===== config.mk =====
export PLATFORM = sky130hd
export DESIGN_NAME = register_file_param
export DESIGN_NICKNAME = d
export VERILOG_FILES = /design/src/rtl/register_file_param.sv
export SDC_FILE = /design/constraint.sdc
export NUM_CORES = 1
export LEC_CHECK = 0
export ABC_AREA = 1
export CAP_MARGIN = 20
export CORE_MARGIN = 10
export CORE_UTILIZATION = 55
export CTS_CLUSTER_SIZE = 16
export DETAILED_ROUTE_END_ITERATION = 6
export DONT_BUFFER_PORTS = 1
export HOLD_SLACK_MARGIN = 0.06
export PLACE_DENSITY = 0.76
export SYNTH_ARGS = -nofsm -noshare
export SYNTH_HDL_FRONTEND = slang
export SYNTH_SLANG_ARGS = --single-unit

===== constraint.sdc =====
create_clock -name clk_i -period 2.7 [get_ports clk_i]
set_input_delay 0.81 -clock clk_i [delete_from_list [all_inputs] [get_ports clk_i]]
set_output_delay 0.81 -clock clk_i [all_outputs]
set_load 0.005 [all_outputs]

===== src/rtl/register_file_param.sv =====
// Purpose : DEPTH x DATA_W register file, NUM_RD async read ports, one sync write port, clear sequencer.
// Latency : reads are combinational; writes land at the accepting edge; a clear takes DEPTH busy cycles plus one done cycle.
// Backpressure: wr_accept_o drops while busy_o is high and the write is discarded (never queued).
//
// Ports:
//   clk_i, rst_i         clock, synchronous active-high reset
//   wr_en_i/addr/data    write request; wr_accept_o = wr_en_i && !busy_o
//   rd_addr_i/rd_data_o  NUM_RD packed read ports, port p at [p*W +: W]
//   clr_req_i            start a clear sequence (sampled only in IDLE)
//   busy_o, clr_done_o   clear in progress / one-cycle completion pulse
//   written_mask_o       bit i set when register i has been written since the last reset/clear
// Optional feature: define REGFILE_WRITE_BYPASS_EN for write-first forwarding to the read ports.
module register_file_param #(
  parameter int DATA_W   = 8,
  parameter int ADDR_W   = 3,
  parameter int NUM_RD   = 2,
  parameter int ZERO_REG = 1
) (
  input  logic                     clk_i,
  input  logic                     rst_i,
  input  logic                     wr_en_i,
  input  logic [ADDR_W-1:0]        wr_addr_i,
  input  logic [DATA_W-1:0]        wr_data_i,
  output logic                     wr_accept_o,
  input  logic [NUM_RD*ADDR_W-1:0] rd_addr_i,
  output logic [NUM_RD*DATA_W-1:0] rd_data_o,
  input  logic                     clr_req_i,
  output logic                     busy_o,
  output logic                     clr_done_o,
  output logic [2**ADDR_W-1:0]     written_mask_o
);

  localparam int DEPTH = 2**ADDR_W;
  localparam logic [ADDR_W:0] LAST_IDX = (ADDR_W+1)'(DEPTH-1);

  typedef enum logic [1:0] {IDLE, CLEAR, DONE} state_t;

  state_t              state_q, state_d;
  logic [ADDR_W:0]     idx_q, idx_d;
  logic [DATA_W-1:0]   mem_q [DEPTH];
  logic [DEPTH-1:0]    mask_q;
  logic                wr_store;

  assign wr_accept_o    = wr_en_i && !busy_o;
  // An accepted write to the hardwired zero register is acknowledged but has no effect.
  assign wr_store       = wr_accept_o && !((ZERO_REG != 0) && (wr_addr_i == '0));
  assign written_mask_o = mask_q;

  // State register and storage
  always_ff @(posedge clk_i) begin
    if (rst_i) begin
      state_q <= IDLE;
      idx_q   <= '0;
      mask_q  <= '0;
      for (int i = 0; i < DEPTH; i++) begin
        mem_q[i] <= '0;
      end
    end else begin
      state_q <= state_d;
      idx_q   <= idx_d;
      if (state_q == CLEAR) begin
        mem_q[idx_q[ADDR_W-1:0]]  <= '0;
        mask_q[idx_q[ADDR_W-1:0]] <= 1'b0;
      end else if (wr_store) begin
        mem_q[wr_addr_i]  <= wr_data_i;
        mask_q[wr_addr_i] <= 1'b1;
      end
    end
  end

  // Next-state logic
  always_comb begin
    state_d = state_q;
    idx_d   = idx_q;
    case (state_q)
      IDLE: begin
        if (clr_req_i) begin
          state_d = CLEAR;
          idx_d   = '0;
        end
      end
      CLEAR: begin
        idx_d = idx_q + 1'b1;
        // idx is one bit wider than the address, so this compare never aliases.
        if (idx_q == LAST_IDX) begin
          state_d = DONE;
        end
      end
      DONE:    state_d = IDLE;
      default: state_d = IDLE;
    endcase
  end

  // Outputs from state
  always_comb begin
    busy_o     = 1'b0;
    clr_done_o = 1'b0;
    case (state_q)
      CLEAR:   busy_o     = 1'b1;
      DONE:    clr_done_o = 1'b1;
      default: ;
    endcase
  end

  // Read ports
  always_comb begin
    rd_data_o = '0;
    for (int p = 0; p < NUM_RD; p++) begin
      logic [ADDR_W-1:0] ra;
      ra = rd_addr_i[p*ADDR_W +: ADDR_W];
      if ((ZERO_REG != 0) && (ra == '0)) begin
        rd_data_o[p*DATA_W +: DATA_W] = '0;
`ifdef REGFILE_WRITE_BYPASS_EN
      end else if (wr_store && (ra == wr_addr_i)) begin
        // Write-first: the value being committed this edge is visible immediately.
        rd_data_o[p*DATA_W +: DATA_W] = wr_data_i;
`endif
      end else begin
        rd_data_o[p*DATA_W +: DATA_W] = mem_q[ra];
      end
    end
  end

endmodule

==> metrics.md <==
| Metric | Value |
|---|---|
| Synth Area in Adders | 0.00292 |
| #FFs+latches synth | 78 |
| Total GRT Usage | 0.193 |
| Simple-gate share of the synthesized area | 0.240 |
| Num CTS Buffers | 9 |
| CP Cell Sequence | inv_1, o21ai_0, nand3_1, nand2_1, a31oi_1 |
| Commonest non-fill, non-tap cells in the layout | nor2_1 (105), nand2_1 (96), o21ai_0 (76) |
| First-pass DRT Iterations | 5 |
| CP Capture Type | primary output |
| Reg clk slew, reported paths | 0.07 ns |
| Antenna-violating nets left | 0 |
| Largest family of logic cells by synthesized area | simple AND/OR/NAND/NOR gates |
| M2 GR Usage | 0.309 |
| Worst setup path category | input pin to primary output |
| Vias in the first global route | 3575 |
| Via-per-instance ratio | 5.80 |
| Root Driver | clkbuf_8 |
| CP required | 1.89 ns |
| WL/cell | 17.1 µm |
| Die width | 108 µm |
| Routed wire length | 11000 µm |
| Die height | 108 µm |
| Num Clock Sinks | 78 |
| CP Max Fanout | 53 |
| Resize count post-CTS | 0 |
| Avg Inst Size Synth | 7.92 µm² |
| Clk Latency, worst-skew pair | 0.35 ns |
| Boundary pin count | 48 |
| Row count | 32 |
| Routability-driven placement congestion ratio | 0.907 |
| FF-to-FF Start | state_q[0]$_SDFFE_PP0P_ |
| Power per cell area | 597 mW/mm² |
| Final Hold Viols | 0 |
| Setup-failing EPs final | 0 |
| CP max stage cell | a31oi_1 |
| Busiest grt layer | met2 |
| GR Overflow Total | 0 |
| Worst path max stage delay | 0.26 ns |
| Synthesized area | 0.00428 mm² |
| Min-delay src | idx_q[3]$_SDFFE_PP0P_ |
| HPWL Detailed | 8140 µm |
| Fin crit period | 2.46 ns |
| Synth Area in XOR/XNOR | 0 |
| Hold slack | 0.432 ns |
| CP Launch Type | input pin |
| Leading cell type in the layout, fill and taps excluded | nor2_1 |
| # DRC | 0 |
| Worst endpoint data arrival time | 1.65 ns |
| Core area | 0.00765 mm² |
| Total Die Area | 0.0117 mm² |
| Crit share post-route | 0.910 |
| Final max-slew violation count | 0 |
| Highest clock rate | 407 MHz |
| Cell count after synthesis | 541 |
| Total of max-cap violations | 0 |
| Hold path depth | 1 |
| Post-route worst setup slack | 0.244 ns |
| Antenna violations before repair | 0 |
| Met1 Usage GRT | 0.241 |
| Status | finished, final reports clean |
| Synth Warn # | 0 |
| PortBufs | 0 |
| Layout cells sized above 1 | 0.0720 |
| Post-CTS Hold Fix Bufs | 0 |
| Leak pwr | 0.00175 µW |
| CTS tree | built |
| Seq/Total Area, Yosys | 0.514 |
| Setup TNS | 0 ns |
| Reg2reg end | mem_q[5][0]$_SDFFCE_PN0P_ |
| Setup Fix Bufs, Post-CTS | 0 |
| Synth unique cells | 25 |
| Layout area overhead | 7.60% |
| Worst Reg2Reg Path Length in Cells | 8 |
| First-pass GRT wire length | 17800 µm |
| Internal reg-to-reg setup slack | 0.77 ns |
| Hold Path Class | flop to flop |
| Complex-gate fraction of the synthesized area | 0.179 |
| Vias | 3738 |
| Max VDD drop | 0.321 mV |
| Clock Tree Buf Depth | 2 |
| Final nets | 559 |
| # H-tree levels | 3 |
| Hold endpoint | idx_q[3]$_SDFFE_PP0P_ |
| DR iter-0 viols | 308 |
| # diodes | 0 |
| RSZ-0062 raised after global routing | false |
| Setup Slack @ Placement | 0.282 ns |
| Setup Skew | 0.0124 ns |
| GRT met3 Usage | 0.0506 |
| Post-synthesis mux area share | 0 |
| Largest net degree at the start of global routing | 54 |
| Starting Density | 0.560 |
## kinds of logic after synthesis
family / after synthesis
other cells: 1
simple gates: 248
compound gates: 143
buf+inv: 70
flops: 78
fa+ha+maj: 1
## how the worst max path moves through the flow
| stage | from | end | slack (ns) | cells past startpoint |
|---|---|---|---|---|
| 3_3_place_gp | rd_addr_i[3] | rd_data_o[14] | 0.29 | 4 |
| 3_5_place_dp | rd_addr_i[3] | rd_data_o[14] | 0.28 | 4 |
| 4_1_cts | rd_addr_i[3] | rd_data_o[14] | 0.28 | 4 |
| 6_report | rd_addr_i[0] | rd_data_o[6] | 0.24 | 5 |
| 5_1_grt | rd_addr_i[1] | rd_data_o[5] | 0.11 | 6 |
| 2_1_floorplan | rd_addr_i[3] | rd_data_o[11] | 0.17 | 6 |
## state kept, by name, summed over array words and instances (netlist names)
name,cells
state_q,2
mem_q,64
written_mask_o,8
idx_q,4
## layout make-up
type                    instances  area (µm²)
fillers                       684        3040
flip-flops and latches         78        2200
multi-input cells             400        1840
inverters                      42         158
clock buffers                  10         128
well taps                     102         128
clock inverters                 6         110
repair buffers                  6        45.0
## cell usage after synthesis, drive strengths merged
cell type | number | area [µm²]
nor2 | 110 | 435
nand2 | 104 | 410
o21ai | 76 | 380
edfxtp | 64 | 1920
a21oi | 45 | 236
inv | 40 | 150
nand3 | 27 | 140
clkbuf | 23 | 86.3
dfxtp | 14 | 280
a31oi | 12 | 75.1
o211ai | 8 | 60.1
nand4 | 6 | 37.5
buf | 5 | 25.0
clkinv | 2 | 7.51
a211oi | 1 | 7.51
a22oi | 1 | 7.51
conb | 1 | 3.75
ha | 1 | 12.5
nor3 | 1 | 5.00
## metrics by stage
step | util | instances | instance area [µm²] | power (µW)
2_1_floorplan | - | 548 | 4310 | 1680
3_3_place_gp | 0.571 | 628 | 4370 | 1740
3_5_place_dp | 0.571 | 628 | 4370 | 1740
4_1_cts | 0.603 | 644 | 4610 | 2750
5_1_grt | 0.603 | 644 | 4610 | 2850
6_report | 0.603 | 644 | 4610 | 2750
## report_power, final
group          leakage [µW]  switching, µW  internal (µW)
registers          0.000773           41.4           1360
logic              0.000865            220           97.8
clock network      0.000112            419            613
total               0.00175            680           2070
## per-layer routing
layer | routed length [µm] | vias to the layer above
met3 | 1270 | 24
met4 | 320 | 0
met1 | 4400 | 1683
met5 | 0 | -
met2 | 5010 | 207
li1 | - | 1824
## worst max-delay path, delay by kind of cell
kind | cells | cell delay (ns)
AO/OA/AOI/OAI | 2 | 0.41
buffers and inverters | 1 | 0.23
AND/OR/NAND/NOR | 2 | 0.17
Note: power is estimated with default switching activity, not from simulation.
